**src/rtl/uart_pkg.sv**
```systemverilog
// Shared UART definitions: frame FSM states, default width and line idle level.
// Optional parity support is enabled by defining UART_TX_PARITY_EN.
package uart_pkg;

    localparam int unsigned DEFAULT_DATA_BITS = 8;
    localparam logic        IDLE_LEVEL        = 1'b1;

    // Frame sequencer states; PARITY exists only in parity-enabled builds
    typedef enum logic [2:0] {
        IDLE   = 3'd0,
        WAIT   = 3'd1,
        START  = 3'd2,
        DATA   = 3'd3,
`ifdef UART_TX_PARITY_EN
        PARITY = 3'd4,
`endif
        STOP   = 3'd5
    } uart_state_t;

`ifdef UART_TX_PARITY_EN
    // Parity over up to 9 data bits (zero-extended); odd=1 inverts to odd parity
    function automatic logic parity_of(input logic [8:0] data, input logic odd);
        return (^data) ^ odd;
    endfunction
`endif

endpackage

```
**src/rtl/uart_tx_if.sv**
```systemverilog
// Parallel-side handshake and serial-side outputs of the UART transmitter.
interface uart_tx_if
    import uart_pkg::*;
#(
    parameter int unsigned DATA_BITS = DEFAULT_DATA_BITS
) ();

    logic [DATA_BITS-1:0] tx_data;
    logic                 tx_valid;
    logic                 tx_ready;
    logic                 tx;
    logic                 busy;

    // Producer of bytes (core logic / testbench)
    modport master (
        output tx_data,
        output tx_valid,
        input  tx_ready,
        input  tx,
        input  busy
    );

    // The transmitter itself
    modport slave (
        input  tx_data,
        input  tx_valid,
        output tx_ready,
        output tx,
        output busy
    );

endinterface

```
**src/rtl/uart_tx.sv**
```systemverilog
// UART serial transmitter: start bit, LSB-first data, optional parity, stop bit(s).
// Bit boundaries are the tick pulses from baud_generator; all outputs registered.
// Parity bit and PARITY state are present only when UART_TX_PARITY_EN is defined.
module uart_tx
    import uart_pkg::*;
#(
    parameter int unsigned DATA_BITS  = DEFAULT_DATA_BITS,
    parameter int unsigned STOP_BITS  = 1,
    parameter int unsigned PARITY_ODD = 0
) (
    input  logic      clk,
    input  logic      reset_n,
    input  logic      tick,
    uart_tx_if.slave  bus
);

    localparam int unsigned CNT_W = $clog2(DATA_BITS + 1);

    uart_state_t          state_q, state_d;
    logic [DATA_BITS-1:0] shift_q, shift_d;
    logic [CNT_W-1:0]     cnt_q, cnt_d;
    logic                 tx_q, tx_d;
    logic                 ready_q, ready_d;
    logic                 busy_q, busy_d;
    logic                 accept_c;

`ifdef UART_TX_PARITY_EN
    logic                 parity_q, parity_d;
`else
    logic                 unused_parity_odd;
    assign unused_parity_odd = ^32'(PARITY_ODD);
`endif

    assign accept_c = bus.tx_valid && ready_q;

    // State and datapath registers; tx returns to idle level asynchronously on reset
    always_ff @(posedge clk or negedge reset_n) begin
        if (!reset_n) begin
            state_q  <= IDLE;
            shift_q  <= '0;
            cnt_q    <= '0;
            tx_q     <= IDLE_LEVEL;
            ready_q  <= 1'b1;
            busy_q   <= 1'b0;
`ifdef UART_TX_PARITY_EN
            parity_q <= 1'b0;
`endif
        end else begin
            state_q  <= state_d;
            shift_q  <= shift_d;
            cnt_q    <= cnt_d;
            tx_q     <= tx_d;
            ready_q  <= ready_d;
            busy_q   <= busy_d;
`ifdef UART_TX_PARITY_EN
            parity_q <= parity_d;
`endif
        end
    end

    // Next-state and output logic; every transition after acceptance waits for tick
    always_comb begin
        state_d  = state_q;
        shift_d  = shift_q;
        cnt_d    = cnt_q;
        tx_d     = tx_q;
        ready_d  = ready_q;
        busy_d   = busy_q;
`ifdef UART_TX_PARITY_EN
        parity_d = parity_q;
`endif

        case (state_q)
            IDLE: begin
                // A tick on the acceptance cycle is ignored because we are still IDLE here
                if (accept_c) begin
                    shift_d  = bus.tx_data;
                    cnt_d    = '0;
                    ready_d  = 1'b0;
                    busy_d   = 1'b1;
                    state_d  = WAIT;
`ifdef UART_TX_PARITY_EN
                    parity_d = parity_of(9'(bus.tx_data), 1'(PARITY_ODD));
`endif
                end
            end

            WAIT: begin
                if (tick) begin
                    tx_d    = 1'b0;
                    state_d = START;
                end
            end

            START: begin
                if (tick) begin
                    tx_d    = shift_q[0];
                    shift_d = shift_q >> 1;
                    cnt_d   = CNT_W'(1);
                    state_d = DATA;
                end
            end

            DATA: begin
                if (tick) begin
                    if (cnt_q < CNT_W'(DATA_BITS)) begin
                        tx_d    = shift_q[0];
                        shift_d = shift_q >> 1;
                        cnt_d   = cnt_q + CNT_W'(1);
                    end else begin
`ifdef UART_TX_PARITY_EN
                        tx_d    = parity_q;
                        state_d = PARITY;
`else
                        tx_d    = IDLE_LEVEL;
                        cnt_d   = '0;
                        state_d = STOP;
`endif
                    end
                end
            end

`ifdef UART_TX_PARITY_EN
            PARITY: begin
                if (tick) begin
                    tx_d    = IDLE_LEVEL;
                    cnt_d   = '0;
                    state_d = STOP;
                end
            end
`endif

            STOP: begin
                // cnt counts completed stop bits
                if (tick) begin
                    if (cnt_q == CNT_W'(STOP_BITS - 1)) begin
                        cnt_d   = '0;
                        ready_d = 1'b1;
                        busy_d  = 1'b0;
                        state_d = IDLE;
                    end else begin
                        cnt_d   = cnt_q + CNT_W'(1);
                    end
                end
            end

            default: begin
                tx_d    = IDLE_LEVEL;
                cnt_d   = '0;
                ready_d = 1'b1;
                busy_d  = 1'b0;
                state_d = IDLE;
            end
        endcase
    end

    assign bus.tx       = tx_q;
    assign bus.tx_ready = ready_q;
    assign bus.busy     = busy_q;

endmodule

```
**src/flat_wrapper.sv**
```systemverilog
// flat-port wrapper written by rule: the top's interface ports become plain ports
module uart_tx_flat import uart_pkg::*;
#(
    parameter int unsigned DATA_BITS  = DEFAULT_DATA_BITS,
    parameter int unsigned STOP_BITS  = 1,
    parameter int unsigned PARITY_ODD = 0
)
  (clk, reset_n, tick, bus_tx_data, bus_tx_valid, bus_tx_ready, bus_tx, bus_busy);
  uart_tx_if #(.DATA_BITS(DATA_BITS)) bus_i ();
  input  logic clk;
  input  logic reset_n;
  input  logic tick;
  input wire logic [$bits(bus_i.tx_data)-1:0] bus_tx_data;
  input wire logic [$bits(bus_i.tx_valid)-1:0] bus_tx_valid;
  output wire logic [$bits(bus_i.tx_ready)-1:0] bus_tx_ready;
  output wire logic [$bits(bus_i.tx)-1:0] bus_tx;
  output wire logic [$bits(bus_i.busy)-1:0] bus_busy;
  assign bus_i.tx_data = bus_tx_data;
  assign bus_i.tx_valid = bus_tx_valid;
  assign bus_tx_ready = bus_i.tx_ready;
  assign bus_tx = bus_i.tx;
  assign bus_busy = bus_i.busy;
  uart_tx #(.DATA_BITS(DATA_BITS), .STOP_BITS(STOP_BITS), .PARITY_ODD(PARITY_ODD)) u_core (.clk(clk), .reset_n(reset_n), .tick(tick), .bus(bus_i));
endmodule
```
**config.mk**
```make
export PLATFORM = sky130hd
export DESIGN_NAME = uart_tx_flat
export DESIGN_NICKNAME = d
export VERILOG_FILES = /design/src/rtl/uart_pkg.sv /design/src/rtl/uart_tx_if.sv /design/src/rtl/uart_tx.sv /design/src/flat_wrapper.sv
export SDC_FILE = /design/constraint.sdc
export NUM_CORES = 1
export LEC_CHECK = 0
export CORE_UTILIZATION = 40
export CTS_CLUSTER_SIZE = 30
export DETAILED_ROUTE_END_ITERATION = 6
export SLEW_MARGIN = 10
export SYNTH_ARGS = -nofsm -noshare
export SYNTH_HDL_FRONTEND = slang
export SYNTH_SLANG_ARGS = --single-unit
```
**constraint.sdc**
```tcl
create_clock -name clk -period 1.8 [get_ports clk]
set_input_delay 0.36 -clock clk [delete_from_list [all_inputs] [get_ports clk]]
set_output_delay 0.36 -clock clk [all_outputs]
set_load 0.01 [all_outputs]
```
Word level (Yosys, flattened, before mapping)
Cells that the tools add are included.

Register bits: 18. Input port bits: 12.

Add/sub/neg operators: 1. $lt $le $gt $ge: 1. Eq/ne operators: 12. Mux-type cells: 33. Bitwise logic cells: 3. Reductions and logical operators: 11.

Operators by type and width (count): 2-to-1 mux 8 bit (4); 2-to-1 mux 4 bit (6); one-hot mux 8 bit (3 select lines) (1); 2-to-1 mux 3 bit (7); one-hot mux 4 bit (5 select lines) (1); one-hot mux 3 bit (5 select lines) (1); 2-to-1 mux 1 bit (10); inequality test 2 bit (second input constant) (5); AND reduction 5 bit (2); AND reduction 4 bit (2); AND reduction 7 bit (1); == test 3 x 2 -> 1 bit (second input constant) (2); inequality test 2 x 1 -> 1 bit (second input constant) (3); one-hot mux 1 bit (3 select lines) (2); adder 4 x 1 -> 4 bit (second input constant) (1); logical NOT 4 bit (1); less-than comparator 4 bit (second input constant) (1); one-hot mux 1 bit (4 select lines) (1); == test 3 x 1 -> 1 bit (second input constant) (1); == test 3 bit (second input constant) (1); logical NOT 3 bit (1); inverter 1 bit (3); nonzero test 3 bit (1); OR reduction 3 bit (1); other kinds (2) (2).

Logic depth before layout (Yosys ltp)
Gate-level depths: netlist (run 1).

Word-level depth: 4. Mapped depth: 6. Mapped depth without buffers: 6.

Worst setup path after synthesis (run 1)
OpenSTA, ideal clock, no wires.

Path kind: reg2reg. Start point: register u_core.cnt_q[0]. End point: register u_core.busy_q, in the netlist u_core.bus.busy. Setup time: 0.121 ns. Arrival time: 1.384 ns. Path slack: 0.294 ns. Cell stages (with the launch flop): 7. Clock period less this slack: 1.506 ns. Cells stage by stage: dfrtp_1 inv_1 ha_1 or3b_1 a221oi_1 nor2_1 o2bb2ai_1.

Longest elaborated chain between the ends: 3.

Ends and longest elaborated chain: from (decl) (RTL line uart_tx.sv:21) `logic [CNT_W-1:0] cnt_q, cnt_d;`; from (signal assigned) (RTL line uart_tx.sv:51) `cnt_q <= cnt_d;`; logical NOT 4 bit (RTL line uart_tx.sv:136) `if (cnt_q == CNT_W'(STOP_BITS - 1)) begin`; inequality test 2 x 1 -> 1 bit (no line); AND reduction 4 bit (no line); to (signal assigned) (RTL line uart_tx.sv:54) `busy_q <= busy_d;`; to (decl) (RTL line uart_tx.sv:24) `logic busy_q, busy_d;`.

Every way passes these cells. A chain may end at the register's enable or synchronous reset.

Worst setup path in the final report (run 1)
Start point: register u_core.ready_q, in the netlist u_core.bus.tx_ready. End point: output port bus_tx_ready.

RTL lines: from (decl) (RTL line uart_tx.sv:23) `logic ready_q, ready_d;`; from (signal assigned) (RTL line uart_tx.sv:53) `ready_q <= ready_d;`; to (decl) (RTL line flat_wrapper.sv:15) `output wire logic [$bits(bus_i.tx_ready)-1:0] bus_tx_ready;`.

No word-level cell between the ends.

==> results of run 1 <==
## cell usage after synthesis, drive strengths merged
cell type / count / area (µm²)
or3b: 1 / 8.76
a32o: 1 / 10.0
o21ai: 6 / 30.0
nand3b: 3 / 22.5
nor3: 3 / 15.0
a21oi: 16 / 87.6
nand2: 7 / 26.3
a2111oi: 1 / 27.5
nor2b: 4 / 32.5
inv: 7 / 26.3
o21a: 1 / 7.51
o32ai: 2 / 25.0
nand4b: 1 / 8.76
dfrtp: 16 / 400
buf: 8 / 53.8
and3: 1 / 6.26
a2bb2oi: 1 / 8.76
nand3: 1 / 5.00
nor2: 14 / 52.6
o2bb2ai: 1 / 8.76
dfstp: 2 / 52.6
nor3b: 3 / 22.5
or3: 1 / 6.26
nand2b: 4 / 32.5
a221oi: 1 / 8.76
ha: 3 / 37.5
a211oi: 3 / 22.5
a22oi: 1 / 7.51
a211o: 1 / 8.76
mux2i: 6 / 60.1
## worst min-delay path by stage
stage | depth (start not counted) | slack (ns) | end
after floorplan | 0 | 0.06 | u_core.bus.busy
after global placement | 1 | 0.50 | u_core.bus.busy
after detailed placement | 2 | 0.50 | u_core.shift_q[0]
after CTS | 2 | 0.37 | u_core.cnt_q[1]
after global routing | 2 | 0.41 | u_core.cnt_q[1]
final | 2 | 0.37 | u_core.shift_q[6]
## routing by layer
metal	up-vias	wire [µm]	GRT usage
met5	-	0	0
met1	454	1100	0.236
met4	0	0	0.0458
li1	466	-	-
met2	10	1190	0.339
met3	0	72	0.0492
## registers in the layout, indices dropped and copies added, names as in the netlist
name                 cells
u_core.bus.busy          1
u_core.cnt_q             4
u_core.bus.tx_ready      1
u_core.bus.tx            1
u_core.shift_q           8
u_core.state_q           3
## logic make-up (layout without fill, tap and decap cells)
family | after synthesis | in the layout
buffers and inverters | 15 | 35
DFF | 18 | 18
AOI/OAI and AO/OA | 35 | 35
adders and majority gates | 3 | 3
and+or+nand+nor | 43 | 43
muxes | 6 | 6
## layout make-up
class	count	area (µm²)
multi-input cells	87	596
clock buffers	4	36.3
well taps	30	37.5
flip-flops and latches	18	453
repair buffers	24	230
fillers	249	1190
inverters	7	26.3
## power groups by stage
| stage | Clock, µW | Sequential [µW] | Combinational (µW) |
|---|---|---|---|
| floorplan | 0 | 412 | 8.73 |
| global placement | 0 | 412 | 46.3 |
| detailed placement | 0 | 412 | 47.1 |
| CTS | 276 | 405 | 47.2 |
| global route | 291 | 405 | 51.4 |
| finish | 260 | 404 | 46.4 |
## repair_timing
action | in CTS | in global routing
setup endpoints to repair | 1 | 2
setup buffers | 1 | 0
resized for setup | 0 | 2
## metrics by stage
step	hold WS [ns]	power, µW	instances	setup WS [ns]	instance area [µm²]
3_5_place_dp	0.501	459	165	-0.102	1330
4_1_cts	0.368	727	170	0.0254	1370
3_3_place_gp	0.496	458	165	-0.0211	1330
5_1_grt	0.410	747	170	0.0144	1380
6_report	0.372	711	170	0.0687	1380
2_1_floorplan	0.0644	421	120	0.294	1120
==> results.yml, run 1 <==
setup_path:
  endpoint_kind: "primary output"
  r2r_slack_ns: 0.13
  worstSetupPathType: "reg -> out"
  path_cells: "clkdlybuf4s50_1"
  reg2reg_depth: 6
  crit_end: "bus_tx_ready"
  crit_start: "u_core.bus.tx_ready"
  slowest_delay_ns: 0.55
  crit_family: "flip-flops"
  cp_max_fo: 2
  critical_path_depth: 1
  timing.rr.start: "u_core.cnt_q[0]"
  worstPathBufferInverterCount: 1
  r2r-end: "u_core.cnt_q[3]"
  cp-start-kind: "flop"
  arrival_ns: 1.37
  cp_slowest_cell: "dfstp_2"
  critPathRequiredTime_ns: 1.44
grt:
  grt_pass1_wl_mm: 4.12
  antenna_found_initial: 0
  grt_start_max_net_pins: 19
  first_global_vias: 921
  track_usage: 0.193
  grt-ovfl-total: 0
power_and_ir_drop:
  leakage_uw: 0.000611
  ir_drop_mv: 0.445
  p_clk_frac: 0.366
  power_per_cell_area_nw_per_um2: 515
  swShare: 0.219
  seq_power_share: 0.569
  p_int_uw: 555
  pwr-share-comb: 0.065
  switchingPower_uw: 156
clocking:
  hold_buffers: 0
  insertion_delay_ns: 0.30
  h-tree-depth: 1
  clkSinkCount: 18
  numCtsBuffers: 3
  cts.clk_slew.worst_paths_ns: 0.11
  clock-root-buffer: "clkbuf_4"
  cts_tree: "yes"
  clk_path_buf_depth: 2
logic_synthesis:
  synth_area_per_cell_um2: 9.35
  yosys-mux-area-fraction: 0.0535
  synthSimpleGateAreaFrac: 0.213
  synth.yosys.warnings: 0
  synth_top_family_by_area: "compound AO/OA/AOI/OAI gates"
  synth-compound-area-share: 0.225
  synthAdderAreaFrac: 0.0334
  ys_types: 38
  syn_nets: 135
  synth_seq_cells: 18
  syn_area_um2: 1120
  syn-instance-count: 120
  synth-xor-area-share: 0
  ys_seq_area_frac: 0.404
floorplan:
  coreArea_um2: 2570
  chipWidth_um: 55.0
  design.portCount: 15
  rows: 18
  dieHeight_um: 55.0
  initial_core_util: 0.437
  dieArea_um2: 3020
drt:
  routed-via-count: 930
  drtPass1Iterations: 4
  drt-vias-per-instance: 5.47
  wl_per_cell_um: 13.9
  drt_iter0_markers: 9
  wirelength_mm: 2.36
  drcViolationCount: 0
  ant_nets: 0
layout:
  final_nets: 156
  num_antenna_cells: 0
  drive_gt1_frac: 0.164
  area_growth_pct: 22.9
  layout_commonest_cell: "dfrtp_1"
  mostFrequentLayoutCells: "dfrtp_1 (16), nor2_1 (14), a21oi_1 (14)"
  finish.utilization: 0.537
timing:
  period_minus_slack_ns: 1.73
  setup_tns_ns: 0
  worst-slew-pin-transition_ns: 0.437
  setup_viol: 0
  max_slew_margin: 0.708
  timing.fmax_mhz: 578
  timing.final.crit_share: 0.962
  rsz0062_at_grt: "false"
  fin_skew_ns: 0.00832
  slew_viol_final: 0
  hold_viol_final: 0
hold_path:
  min_path_type: "in -> async"
run_status:
  status: "finished, final reports clean"
run:
  cap_violations: 0
placement:
  gp_congestion: 0.720
  port_buffers: 14
  hpwl_mm: 1.64
Note: power is estimated with default switching activity, not from simulation.
==> run 2, diff against run 1 <==
--- a/config.mk
+++ b/config.mk
@@ -5,9 +5,11 @@
 export SDC_FILE = /design/constraint.sdc
 export NUM_CORES = 1
 export LEC_CHECK = 0
+export CORE_ASPECT_RATIO = 0.75
 export CORE_UTILIZATION = 40
 export CTS_CLUSTER_SIZE = 30
 export DETAILED_ROUTE_END_ITERATION = 6
+export GPL_TIMING_DRIVEN = 0
 export SLEW_MARGIN = 10
 export SYNTH_ARGS = -nofsm -noshare
 export SYNTH_HDL_FRONTEND = slang
==> results.yml, run 2 (synthesized netlist as in run 1, its figures left out) <==
timing:
  timing.fmax_mhz: 572
  period_minus_slack_ns: 1.75
  slew_viol_final: 0
  setup_tns_ns: 0
  worst-slew-pin-transition_ns: 0.826
  timing.final.crit_share: 0.972
  rsz0062_at_grt: "false"
  fin_skew_ns: 0.00151
  hold_viol_final: 0
  setup_viol: 0
  max_slew_margin: 0.448
clocking:
  clk_path_buf_depth: 2
  cts.clk_slew.worst_paths_ns: 0.07
  cts_tree: "yes"
  hold_buffers: 0
  h-tree-depth: 1
  numCtsBuffers: 3
  clkSinkCount: 18
  insertion_delay_ns: 0.25
  clock-root-buffer: "clkbuf_8"
grt:
  grt-ovfl-total: 0
  grt_start_max_net_pins: 19
  track_usage: 0.171
  grt_pass1_wl_mm: 3.77
  antenna_found_initial: 0
  first_global_vias: 750
layout:
  layout_commonest_cell: "dfrtp_1"
  final_nets: 155
  num_antenna_cells: 0
  largest_register_ffs: 8
  largestRegisters: "u_core.shift_q: 8 flops, u_core.cnt_q: 4 flops, u_core.state_q: 3 flops"
  drive_gt1_frac: 0.158
  area_growth_pct: 22.9
  top_register: "u_core.shift_q"
  mostFrequentLayoutCells: "dfrtp_1 (16), nor2_1 (14), a21oi_1 (14), clkdlybuf4s50_1 (14)"
setup_path:
  cp_slowest_cell: "dfstp_2"
  worstPathBufferInverterCount: 1
  arrival_ns: 1.39
  crit_start: "u_core.bus.tx_ready"
  timing.rr.start: "u_core.cnt_q[0]"
  cp-start-kind: "flop"
  worstSetupPathType: "reg -> out"
  path_cells: "clkdlybuf4s50_1"
  slowest_delay_ns: 0.59
  critPathRequiredTime_ns: 1.44
  crit_family: "flip-flops"
  cp_max_fo: 6
  endpoint_kind: "primary output"
power_and_ir_drop:
  switchingPower_uw: 157
  power_per_cell_area_nw_per_um2: 540
  swShare: 0.211
  pwr-share-comb: 0.060
  p_clk_frac: 0.396
  seq_power_share: 0.544
  ir_drop_mv: 0.308
  fin_total_pwr_uw: 744
  leakage_uw: 0.000584
  p_int_uw: 587
floorplan:
  dieHeight_um: 47.9
  initial_core_util: 0.425
  dieArea_um2: 3020
  design.portCount: 15
  rows: 16
  chipWidth_um: 63.2
  coreArea_um2: 2640
run:
  cap_violations: 0
drt:
  routed-via-count: 896
  wl_per_cell_um: 13.7
  drtPass1Iterations: 4
  wirelength_mm: 2.39
  drt-vias-per-instance: 5.12
  drcViolationCount: 0
  ant_nets: 0
  drt_iter0_markers: 64
placement:
  port_buffers: 14
  gp_congestion: 0.762
  hpwl_mm: 1.71
run_status:
  status: "finished, final reports clean"
hold_path:
  hold_path.startpoint: "u_core.shift_q[0]"
  min_path_type: "reg -> reg"
[run 2: tightest hold or removal path: cells and delay by family, from the launching register on]
kind | cells | cell delay, ns
AO/OA/AOI/OAI | 1 | 0.08
flip-flops | 1 | 0.34
AND/OR/NAND/NOR | 1 | 0.05
[run 2: through the flow]
step           cell area, µm²  hold slack [ns]  setup slack, ns  std cells  utilization
4_1_cts                  1360            0.510           0.0530        174        0.514
2_1_floorplan            1120           0.0644            0.294        120            -
6_report                 1380            0.506           0.0512        175        0.522
5_1_grt                  1380            0.557           0.0125        175        0.522
3_3_place_gp             1310            0.494           -0.187        170        0.495
3_5_place_dp             1310            0.495           -0.222        170        0.495
[run 2: final cells by class]
| class | instances | area, µm² |
|---|---|---|
| inverter | 7 | 26.3 |
| timing repair buffer | 15 | 148 |
| multi-input combinational | 87 | 606 |
| tap | 36 | 45.0 |
| clock buffer | 4 | 45.0 |
| sequential | 18 | 453 |
| buffer | 8 | 56.3 |
| fill | 254 | 1260 |
[run 2: path summary, 6_finish.rpt]
check,endpoint,slack (ns),cells past startpoint
setup / recovery,bus_tx_ready,0.05,1
hold / removal,u_core.shift_q[0],0.51,2
setup reg to reg,u_core.bus.busy,0.17,6
hold reg to reg,u_core.shift_q[0],0.51,2
max in group asynchronous,u_core.shift_q[0],0.71,1
min in group asynchronous,u_core.state_q[0],0.58,1
[run 2: what timing repair did]
item / CTS / global route
setup buffers: 0 / 1
setup endpoints to repair: 2 / 4
resized for setup: 1 / 3
pin swaps: 0 / 1
[run 2: routing by layer]
layer	global-route usage	vias up	wire length [µm]
met5	0	-	0
met4	0.0698	0	32
met3	0.0476	5	86
met2	0.241	12	1020
met1	0.247	411	1250
li1	-	468	-
[run 2: power by group through the flow]
stage               Combinational (µW)  Clock, µW  Sequential [µW]
floorplan                         8.73          0              412
global placement                  44.5          0              412
detailed placement                44.6          0              412
CTS                               44.7        304              404
global route                      49.4        315              404
finish                            44.6        295              405
==> run 3, diff against run 2 <==
--- a/config.mk
+++ b/config.mk
@@ -9,6 +9,7 @@
 export CORE_UTILIZATION = 40
 export CTS_CLUSTER_SIZE = 30
 export DETAILED_ROUTE_END_ITERATION = 6
+export GPL_ROUTABILITY_DRIVEN = 0
 export GPL_TIMING_DRIVEN = 0
 export SLEW_MARGIN = 10
 export SYNTH_ARGS = -nofsm -noshare
==> results of run 3 <==
Same layout as run 2: the final DEF is identical, and so are final timing and power.
